File: config.mk
export PLATFORM = sky130hd
export DESIGN_NAME = spi_config_ctrl
export DESIGN_NICKNAME = d
export VERILOG_FILES = /design/src/rtl/demoscene_pkg.sv /design/src/rtl/spi_sync_edge.sv /design/src/rtl/spi_config_ctrl.sv
export SDC_FILE = /design/constraint.sdc
export NUM_CORES = 1
export LEC_CHECK = 0
export ABC_AREA = 1
export ABC_CLOCK_PERIOD_IN_PS = 2800
export CORE_MARGIN = 3
export CORE_UTILIZATION = 25
export CTS_BUF_LIST = sky130_fd_sc_hd__clkbuf_4
export CTS_CLUSTER_SIZE = 28
export DETAILED_ROUTE_END_ITERATION = 7
export GPL_TIMING_DRIVEN = 0
export SLEW_MARGIN = 20
export SYNTH_ARGS = -nofsm -noshare
export SYNTH_HDL_FRONTEND = slang
export SYNTH_SLANG_ARGS = --single-unit
export TNS_END_PERCENT = 20
File: constraint.sdc
create_clock -name clk -period 2.8 [get_ports clk]
set_input_delay 0.28 -clock clk [delete_from_list [all_inputs] [get_ports clk]]
set_output_delay 0.28 -clock clk [all_outputs]
set_load 0.02 [all_outputs]
File: src/rtl/demoscene_pkg.sv
// Shared constants and types for the demoscene SPI configuration slave.
package demoscene_pkg;

    // Command byte layout: bit 7 selects write, bits 6:0 carry the start address
    localparam int CMD_W_BIT = 7;
    localparam int ADDR_W    = 7;

    typedef enum logic [1:0] {
        IDLE = 2'd0,
        CMD  = 2'd1,
        DATA = 2'd2
    } spi_state_t;

    // Register map as seen by the demoscene datapath
    localparam logic [ADDR_W-1:0] REG_EFFECT  = 7'd0;
    localparam logic [ADDR_W-1:0] REG_PALETTE = 7'd1;
    localparam logic [ADDR_W-1:0] REG_SCROLL  = 7'd2;
    localparam logic [ADDR_W-1:0] REG_AUDIO   = 7'd3;

endpackage

File: src/rtl/spi_sync_edge.sv
// Two-flop synchroniser for an asynchronous SPI pin, with single-cycle
// rise/fall pulses taken from the second and third stages.
module spi_sync_edge #(
    parameter logic IDLE_LVL = 1'b0
) (
    input  logic clk,
    input  logic rst_n,
    input  logic i_async,
    output logic o_rise,
    output logic o_fall
);

    logic [2:0] r_sync;

    // Shift the pin through the synchroniser; reset to the pin's idle level so no edge is seen after reset
    always_ff @(posedge clk or negedge rst_n) begin
        if (!rst_n) begin
            r_sync <= {3{IDLE_LVL}};
        end else begin
            r_sync <= {r_sync[1:0], i_async};
        end
    end

    assign o_rise =  r_sync[1] & ~r_sync[2];
    assign o_fall = ~r_sync[1] &  r_sync[2];

endmodule

File: src/rtl/spi_config_ctrl.sv
// SPI mode-0 slave with a flat configuration register file. Byte 0 of a frame
// is the command (W bit + start address); following bytes write or read
// consecutive registers with a 7-bit wrapping address.
module spi_config_ctrl
    import demoscene_pkg::*;
#(
    parameter int                    NUM_REGS  = 8,
    parameter logic [NUM_REGS*8-1:0] REG_RESET = '0
) (
    input  logic                    clk,
    input  logic                    rst_n,
    input  logic                    sclk,
    input  logic                    ssel,
    input  logic                    mosi,
    output logic                    miso,
    output logic [NUM_REGS*8-1:0]   cfg_regs,
    output logic                    cfg_wr_stb,
    output logic [ADDR_W-1:0]       cfg_wr_addr
);

    spi_state_t            r_state;
    spi_state_t            w_state_nxt;
    logic                  w_sclk_rise;
    logic                  w_sclk_fall;
    logic                  w_ssel_rise;
    logic                  w_ssel_fall;
    logic                  r_mosi_meta;
    logic                  r_mosi_sync;
    logic [2:0]            r_bit_cnt;
    logic [7:0]            r_shift_in;
    logic [7:0]            r_miso_sr;
    logic                  r_w;
    logic [ADDR_W-1:0]     r_addr;
    logic [NUM_REGS*8-1:0] r_cfg_regs;
    logic                  r_stb;
    logic [ADDR_W-1:0]     r_wr_addr;
    logic                  w_active;
    logic                  w_bit_rise;
    logic                  w_bit_fall;
    logic                  w_byte_done;
    logic [7:0]            w_byte;
    logic                  w_in_range;

    // Register lookup; addresses beyond the implemented range read as zero
    function automatic logic [7:0] read_reg(input logic [ADDR_W-1:0] a,
                                            input logic [NUM_REGS*8-1:0] regs);
        logic [7:0] v;
        v = 8'h00;
        for (int i = 0; i < NUM_REGS; i++) begin
            if (a == ADDR_W'(i)) v = regs[i*8 +: 8];
        end
        return v;
    endfunction

    spi_sync_edge #(.IDLE_LVL(1'b0)) u_sclk_sync (
        .clk    (clk),
        .rst_n  (rst_n),
        .i_async(sclk),
        .o_rise (w_sclk_rise),
        .o_fall (w_sclk_fall)
    );

    spi_sync_edge #(.IDLE_LVL(1'b1)) u_ssel_sync (
        .clk    (clk),
        .rst_n  (rst_n),
        .i_async(ssel),
        .o_rise (w_ssel_rise),
        .o_fall (w_ssel_fall)
    );

    // mosi only needs a level synchroniser; it is sampled on detected sclk rises
    always_ff @(posedge clk or negedge rst_n) begin
        if (!rst_n) begin
            r_mosi_meta <= 1'b0;
            r_mosi_sync <= 1'b0;
        end else begin
            r_mosi_meta <= mosi;
            r_mosi_sync <= r_mosi_meta;
        end
    end

    // A deselect in the same cycle as an sclk edge wins: the edge is dropped
    assign w_active    = (r_state != IDLE) && !w_ssel_rise;
    assign w_bit_rise  = w_active && w_sclk_rise;
    assign w_bit_fall  = w_active && w_sclk_fall;
    assign w_byte_done = w_bit_rise && (r_bit_cnt == 3'd7);
    assign w_byte      = {r_shift_in[6:0], r_mosi_sync};
    assign w_in_range  = (32'(r_addr) < NUM_REGS);

    // Frame state register
    always_ff @(posedge clk or negedge rst_n) begin
        if (!rst_n) r_state <= IDLE;
        else        r_state <= w_state_nxt;
    end

    // Frame sequencing: command byte first, then any number of data bytes until deselect
    always_comb begin
        w_state_nxt = r_state;
        unique case (r_state)
            IDLE:    if (w_ssel_fall) w_state_nxt = CMD;
            CMD:     if (w_byte_done) w_state_nxt = DATA;
            DATA:    w_state_nxt = DATA;
            default: w_state_nxt = IDLE;
        endcase
        if (w_ssel_rise) w_state_nxt = IDLE;
    end

    // Bit capture, register writes and read-data loading
    always_ff @(posedge clk or negedge rst_n) begin
        if (!rst_n) begin
            r_bit_cnt  <= 3'd0;
            r_shift_in <= 8'h00;
            r_miso_sr  <= 8'h00;
            r_w        <= 1'b0;
            r_addr     <= '0;
            r_cfg_regs <= REG_RESET;
            r_stb      <= 1'b0;
            r_wr_addr  <= '0;
        end else begin
            r_stb <= 1'b0;
            if (!w_active) begin
                // Outside a frame (or on deselect) any partial byte is discarded
                r_bit_cnt <= 3'd0;
                r_miso_sr <= 8'h00;
            end else begin
                if (w_bit_rise) begin
                    r_bit_cnt  <= r_bit_cnt + 3'd1;
                    r_shift_in <= w_byte;
                end
                // The fall right after a byte boundary keeps the freshly loaded MSB for the next rise
                if (w_bit_fall && (r_state == DATA) && (r_bit_cnt != 3'd0)) begin
                    r_miso_sr <= {r_miso_sr[6:0], 1'b0};
                end
                if (w_byte_done) begin
                    if (r_state == CMD) begin
                        r_w       <= w_byte[CMD_W_BIT];
                        r_addr    <= w_byte[ADDR_W-1:0];
                        r_miso_sr <= read_reg(w_byte[ADDR_W-1:0], r_cfg_regs);
                    end else begin
                        if (r_w) begin
                            if (w_in_range) begin
                                for (int i = 0; i < NUM_REGS; i++) begin
                                    if (r_addr == ADDR_W'(i)) r_cfg_regs[i*8 +: 8] <= w_byte;
                                end
                                r_stb     <= 1'b1;
                                r_wr_addr <= r_addr;
                            end
                        end else begin
                            r_miso_sr <= read_reg(r_addr + 1'b1, r_cfg_regs);
                        end
                        r_addr <= r_addr + 1'b1;
                    end
                end
            end
        end
    end

    assign miso        = (r_state != IDLE) && !r_w && r_miso_sr[7];
    assign cfg_regs    = r_cfg_regs;
    assign cfg_wr_stb  = r_stb;
    assign cfg_wr_addr = r_wr_addr;

endmodule

==> results of run 1 <==
-- worst max-delay path, delay by kind of cell, from the launching register on --
| kind | cells | cell delay (ns) |
|---|---|---|
| and+or+nand+nor | 6 | 1.21 |
| buffers and inverters | 1 | 0.29 |
| AOI/OAI and AO/OA | 4 | 0.58 |
| DFF | 1 | 0.47 |
-- power by group --
group,switching [mW],internal (mW)
sequential,0.0652,1.63
combinational,0.671,0.211
clock,0.595,0.213
total,1.33,2.05
-- worst paths after layout --
check,end,depth (start not counted),slack (ns)
max,r_miso_sr[7],11,0.15
min,u_ssel_sync.r_sync[0],1,0.15
max reg2reg,r_miso_sr[7],11,0.15
min reg2reg,u_ssel_sync.r_sync[1],0,0.37
max in group asynchronous,r_addr[1],3,1.88
min in group asynchronous,r_state[1],2,0.26
-- layer usage --
metal | routed length, µm | part of all wire | track usage
met3 | 1000 | 0.051 | 0.0310
met5 | 0 | 0 | 0
met4 | 407 | 0.021 | 0.0446
met1 | 9160 | 0.46 | 0.212
met2 | 9270 | 0.47 | 0.253
-- cell families after synthesis --
group | after synthesis | share of synthesized area
AND/OR/NAND/NOR | 368 | 0.271
buffers and inverters | 136 | 0.0940
XOR/XNOR | 1 | 0.00273
flip-flops | 108 | 0.454
adder cells (fa/ha/maj) | 11 | 0.0231
AO/OA/AOI/OAI | 166 | 0.152
multiplexers | 2 | 0.00336
-- Yosys cell counts --
master     number
a211oi_1        2
a21boi_1        1
a21oi_1        19
a21oi_2         1
a221oi_1        2
a22oi_1         1
a31oi_1         7
buf_2           4
buf_4           2
buf_6           5
clkbuf_1       16
dfrtp_1       105
dfstp_2         3
ha_1           11
inv_1         106
inv_2           3
mux2i_1         2
nand2_1       255
nand2_2         4
nand3_1        46
nand3_2         2
nand3_4         1
nand4_1        11
nand4_2         1
nand4_4         1
nor2_1         25
nor2_2          2
nor2_4          3
nor3_1          3
nor3_2          2
nor3_4          1
nor4_1          3
nor4b_1         1
o2111ai_1       2
o211ai_1        8
o21ai_0       113
o21ai_1         3
o21bai_2        1
o221ai_1        3
o22ai_1         3
or2_0           2
or2_2           5
xnor2_2         1
-- registers in the layout (all words and copies together), names as in the netlist, 2 cells and up --
name and cells:
cfg_regs 64, cfg_wr_addr 7, r_addr 7, r_bit_cnt 3
r_miso_sr 8, r_shift_in 7, r_state 2, u_sclk_sync.r_sync 3
u_ssel_sync.r_sync 3
-- cell usage in the layout, fill, tap and decap left out, drive strengths merged --
master and instances:
nand2 259, o21ai 116, inv 113, dfrtp 105, clkdlybuf4s50 76, nand3 49
nor2 30, clkbuf 26, a21oi 20, buf 19, nand4 13, ha 11
o211ai 8, a31oi 7, or2 7, nor3 6, nor4 3, o221ai 3
o22ai 3, dfstp 3, o2111ai 2, a211oi 2, a221oi 2, mux2i 2
diode 1, o21bai 1, xnor2 1, a21boi 1, a22oi 1, nor4b 1
clkinvlp 1, clkinv 1, dlygate4sd3 1
-- cell type report --
| class | instances | area (µm²) | area share |
|---|---|---|---|
| clock inverters | 6 | 56.3 | 0.00764 |
| well taps | 313 | 392 | 0.0531 |
| flip-flops and latches | 108 | 2710 | 0.367 |
| plain buffers | 26 | 150 | 0.0204 |
| repair buffers | 86 | 862 | 0.117 |
| clock buffers | 10 | 75.1 | 0.0102 |
| inverters | 109 | 409 | 0.0555 |
| diodes | 1 | 2.50 | 0.000339 |
| multi-input cells | 548 | 2720 | 0.368 |
-- timing repair --
item | CTS | global route
pin swaps | 1 | 5
endpoints found under the hold margin | 49 | 0
hold buffers | 1 | 0
resized for setup | 1 | 9
setup endpoints to repair | 1 | 52
buffers inserted | 1 | 6
-- stage by stage --
step / worst slack (ns) / instances / hold slack (ns) / setup TNS [ns]
final: 0.148 / 1207 / 0.155 / 0
after global routing: 0.00504 / 1207 / 0.120 / 0
after CTS: 0.00850 / 1201 / 0.128 / 0
after detailed placement: -0.0391 / 1183 / 0.265 / -0.0391
after global placement: -2.89 / 1182 / 0.332 / -307.00
after floorplan: 0.581 / 792 / -0.0156 / 0
==> results.yml, run 1 <==
synthesis:
  yosys_warnings: 0
  synth_area_um2: 5970
  synthTopCellsByArea: "dfrtp_1 44%, nand2_1 16%, o21ai_0 9.5%"
  synth_seq_area_share: 0.454
  syn_nets: 808
  yosys_register_bits: 108
  synth_top_area_cell: "dfrtp_1"
  avgSynthCellArea_um2: 7.53
  syn-instance-count: 792
  synth_top_area_frac: 0.440
  synth.distinct_cells: 43
global_route:
  grt_pass1_wl_mm: 31.4
  grt_pass1_vias: 5452
  grt_usage: 0.156
  grt-ovfl-total: 0
  grt_max_degree: 57
  antenna_found_initial: 1
setup_path:
  cp_max_fo: 10
  reg2reg_from: "r_shift_in[3]"
  crit_path_top_delay_cell: "dfrtp_1"
  cpPeakStageDelay_ns: 0.47
  crit_type: "flop to flop"
  arrival_ns: 3.07
  critPathCaptureType: "flop"
  path_cells: "nor3_4, nand4_1, buf_2, nor2_1, a31oi_1, a21oi_1, nand3_1, a21oi_1, a31oi_1, nand2_1, nand2_1"
  start_kind: "flop"
  setup.worst_path.start: "r_shift_in[3]"
  crit_required_ns: 3.22
outcome:
  outcome: "completed"
floorplan:
  die_w_um: 160
  fp.dieArea_um2: 25800
  ios: 78
  core_area_um2: 23100
  die_h_um: 160
  placement_rows: 55
  start_util: 0.259
route:
  drt_iter0_drc: 461
  drt-wirelength-per-cell_um: 16.4
  wirelength_mm: 19.8
  viasPerCell: 4.69
  drcViolationCount: 0
  antenna_left: 0
  first_pass_iters: 5
  dr_total_vias: 5658
timing:
  drv_slew: 0
  fin_crit_ns: 2.65
  relSlewSlack: 0.511
  timing.fmax_mhz: 377
  finalCritPeriodShare: 0.947
  worstMarginPinSlew_ns: 0.734
  fin_worst_skew_ns: 0.0330
  setup_viol: 0
  hold_viol: 0
  rsz0062_at_grt: "no"
cts:
  cts_tree: "built"
  clk_pin_slew_worst_paths_ns: 0.17
  clock_latency_ns: 0.52
  htreeDepth: 3
  cts_root_buffer: "clkbuf_4"
  numCtsBuffers: 9
  clock_path_buffers: 2
  cts_sinks: 108
hold_path:
  hp-start: "ssel"
  hp-class: "input pin to flop"
place:
  portBuffers: 77
  postPlaceCellArea_um2: 7160
  gp_congestion: 0.897
  hpwl_mm: 15.0
run:
  max_cap_violations: 0
finish:
  final_layout_size_suffix_gt1_frac: 0.0817
  finalNetCount: 904
  area_growth_pct: 23.6
  final_core_util: 0.320
  final_cell_area_um2: 7370
  num-fill-cells: 2497
power:
  total_power_mw: 3.38
  cellLeakagePower_nw: 3.29
  peakVddDrop_mv: 0.236
  power.density_nw_per_um2: 459
Power figures use the tool's default switching activity.
==> inputs of run 2 (changes only) <==
--- a/config.mk
+++ b/config.mk
@@ -12,7 +12,9 @@
 export CTS_BUF_LIST = sky130_fd_sc_hd__clkbuf_4
 export CTS_CLUSTER_SIZE = 28
 export DETAILED_ROUTE_END_ITERATION = 7
+export DONT_BUFFER_PORTS = 1
 export GPL_TIMING_DRIVEN = 0
+export HOLD_SLACK_MARGIN = 0.06
 export SLEW_MARGIN = 20
 export SYNTH_ARGS = -nofsm -noshare
 export SYNTH_HDL_FRONTEND = slang
==> results.yml, run 2 (synthesized netlist as in run 1, its figures left out) <==
floorplan:
  placement_rows: 55
  fp.dieArea_um2: 25800
  start_util: 0.259
  ios: 78
  core_area_um2: 23100
  die_h_um: 160
  die_w_um: 160
timing:
  setup_viol: 0
  relSlewSlack: 0.490
  drv_slew: 0
  worstMarginPinSlew_ns: 0.766
  final.setup.tns_ns: 0
  timing.fmax_mhz: 384
  fin_worst_skew_ns: 0.0271
  finalCritPeriodShare: 0.930
  fin_crit_ns: 2.60
  hold_viol: 0
cts:
  cts_root_buffer: "clkbuf_4"
  htreeDepth: 3
  cts_sinks: 108
  numCtsBuffers: 9
  cts_tree: "built"
  clock_path_buffers: 2
  clock_latency_ns: 0.49
  clk_pin_slew_worst_paths_ns: 0.15
finish:
  final_common_cell: "nand2_1"
  final_cell_mix: "253 x nand2_1, 112 x o21ai_0, 106 x inv_1"
  final_core_util: 0.289
  finalNetCount: 831
  area_growth_pct: 11.8
  final_layout_size_suffix_gt1_frac: 0.0915
  largest_reg_flops: 64
hold_path:
  hp-start: "ssel"
  hold_end: "u_ssel_sync.r_sync[0]"
  hp-class: "input pin to flop"
  timing.hold.worst_path_depth: 1
setup_path:
  crit_type: "flop to flop"
  reg2reg_from: "r_state[0]"
  r2r_end: "cfg_regs[14]"
  arrival_ns: 2.95
  start_kind: "flop"
  rrSetupSlack_ns: 0.20
  cp_max_fo: 10
  ff2ff_path_depth: 9
  critPathCaptureType: "flop"
  crit_required_ns: 3.15
route:
  first_pass_iters: 5
  dr_total_vias: 5373
  drt_iter0_drc: 402
  drt-wirelength-per-cell_um: 17.0
  antenna_left: 0
  viasPerCell: 4.74
  drcViolationCount: 0
  wirelength_mm: 19.3
power:
  cellLeakagePower_nw: 3.06
  peakVddDrop_mv: 0.228
  power_switching_mw: 1.27
  intPower_mw: 2.16
  seqPwrFrac: 0.493
  switching_share: 0.369
  p_clk_frac: 0.239
  power.density_nw_per_um2: 514
  p_comb_frac: 0.268
place:
  gp_congestion: 0.907
  portBuffers: 0
  hpwl_mm: 14.4
outcome:
  outcome: "completed"
global_route:
  grt_pass1_wl_mm: 30.2
  antenna_found_initial: 1
  grt_usage: 0.150
  grt_pass1_vias: 5076
  grt-ovfl-total: 0
  grt_max_degree: 109
run:
  max_cap_violations: 0
[run 2: changes by cell type in the layout (fill, tap and decap cells not counted), sizes merged]
cell | before | now
clkdlybuf4s50 | 76 | 0
inv | 113 | 109
dlygate4sd3 | 1 | 4
buf | 19 | 21
bufinv | 0 | 1
clkinv | 1 | 2
[run 2: worst max path at each step]
stage | to | slack (ns) | from | cells past startpoint
3_5_place_dp | r_miso_sr[5] | -0.05 | r_shift_in[3] | 9
3_3_place_gp | r_miso_sr[5] | -0.12 | r_shift_in[3] | 9
5_1_grt | cfg_regs[34] | -0.01 | r_state[0] | 12
4_1_cts | r_miso_sr[7] | 0.02 | r_addr[0] | 16
2_1_floorplan | r_miso_sr[2] | 0.58 | r_addr[0] | 19
6_report | cfg_regs[14] | 0.20 | r_state[0] | 9
[run 2: metrics by stage]
stage          std cells  power, mW  hold slack [ns]  setup slack (ns)  cell area, µm²
3_3_place_gp        1105       2.53         -0.00655            -0.125            6360
2_1_floorplan        792       2.22          -0.0156             0.581            5970
3_5_place_dp        1105       2.54         -0.00629           -0.0532            6360
6_report            1134       3.43            0.341             0.196            6670
4_1_cts             1126       3.42            0.305            0.0199            6570
5_1_grt             1134       3.65            0.316           -0.0121            6670
[run 2: what timing repair did]
action                                  in CTS  in global routing
buffers inserted                             0                 10
resized for setup                            1                 12
pin swaps                                    0                  6
hold buffers                                 5                  0
endpoints found under the setup margin       3                 63
hold endpoints to repair                   111                  0
[run 2: area by class of cell]
cell class                 count  area [µm²]
buffer                        24         141
sequential                   108        2710
fill                        2509       16400
inverter                     109         409
clock buffer                  12        90.1
tap                          313         392
timing repair buffer          15         143
antenna                        1        2.50
clock inverter                 4        50.0
multi-input combinational    548        2730
[run 2: per-layer routing]
metal / wire length [µm] / GRT usage
met5: 0 / 0
met4: 512 / 0.0477
met3: 1230 / 0.0307
met2: 9180 / 0.243
met1: 8350 / 0.202
[run 2: power groups by stage]
| stage | clock, mW | combinational, mW | sequential (mW) |
|---|---|---|---|
| after global routing | 0.921 | 1.03 | 1.70 |
| after CTS | 0.850 | 0.878 | 1.69 |
| after floorplan | 0 | 0.525 | 1.70 |
| final | 0.819 | 0.920 | 1.69 |
| after detailed placement | 0 | 0.825 | 1.71 |
| after global placement | 0 | 0.822 | 1.71 |
[run 2: worst max-delay path: stages (launching register included)]
cell and delay [ns]:
dfrtp_1 0.37, inv_1 0.07, ha_1 0.26, nor2_4 0.19, nand3_4 0.15, nor3_1 0.58, nand2_1 0.39, clkbuf_1 0.30
nand2_1 0.09, o21ai_0 0.07
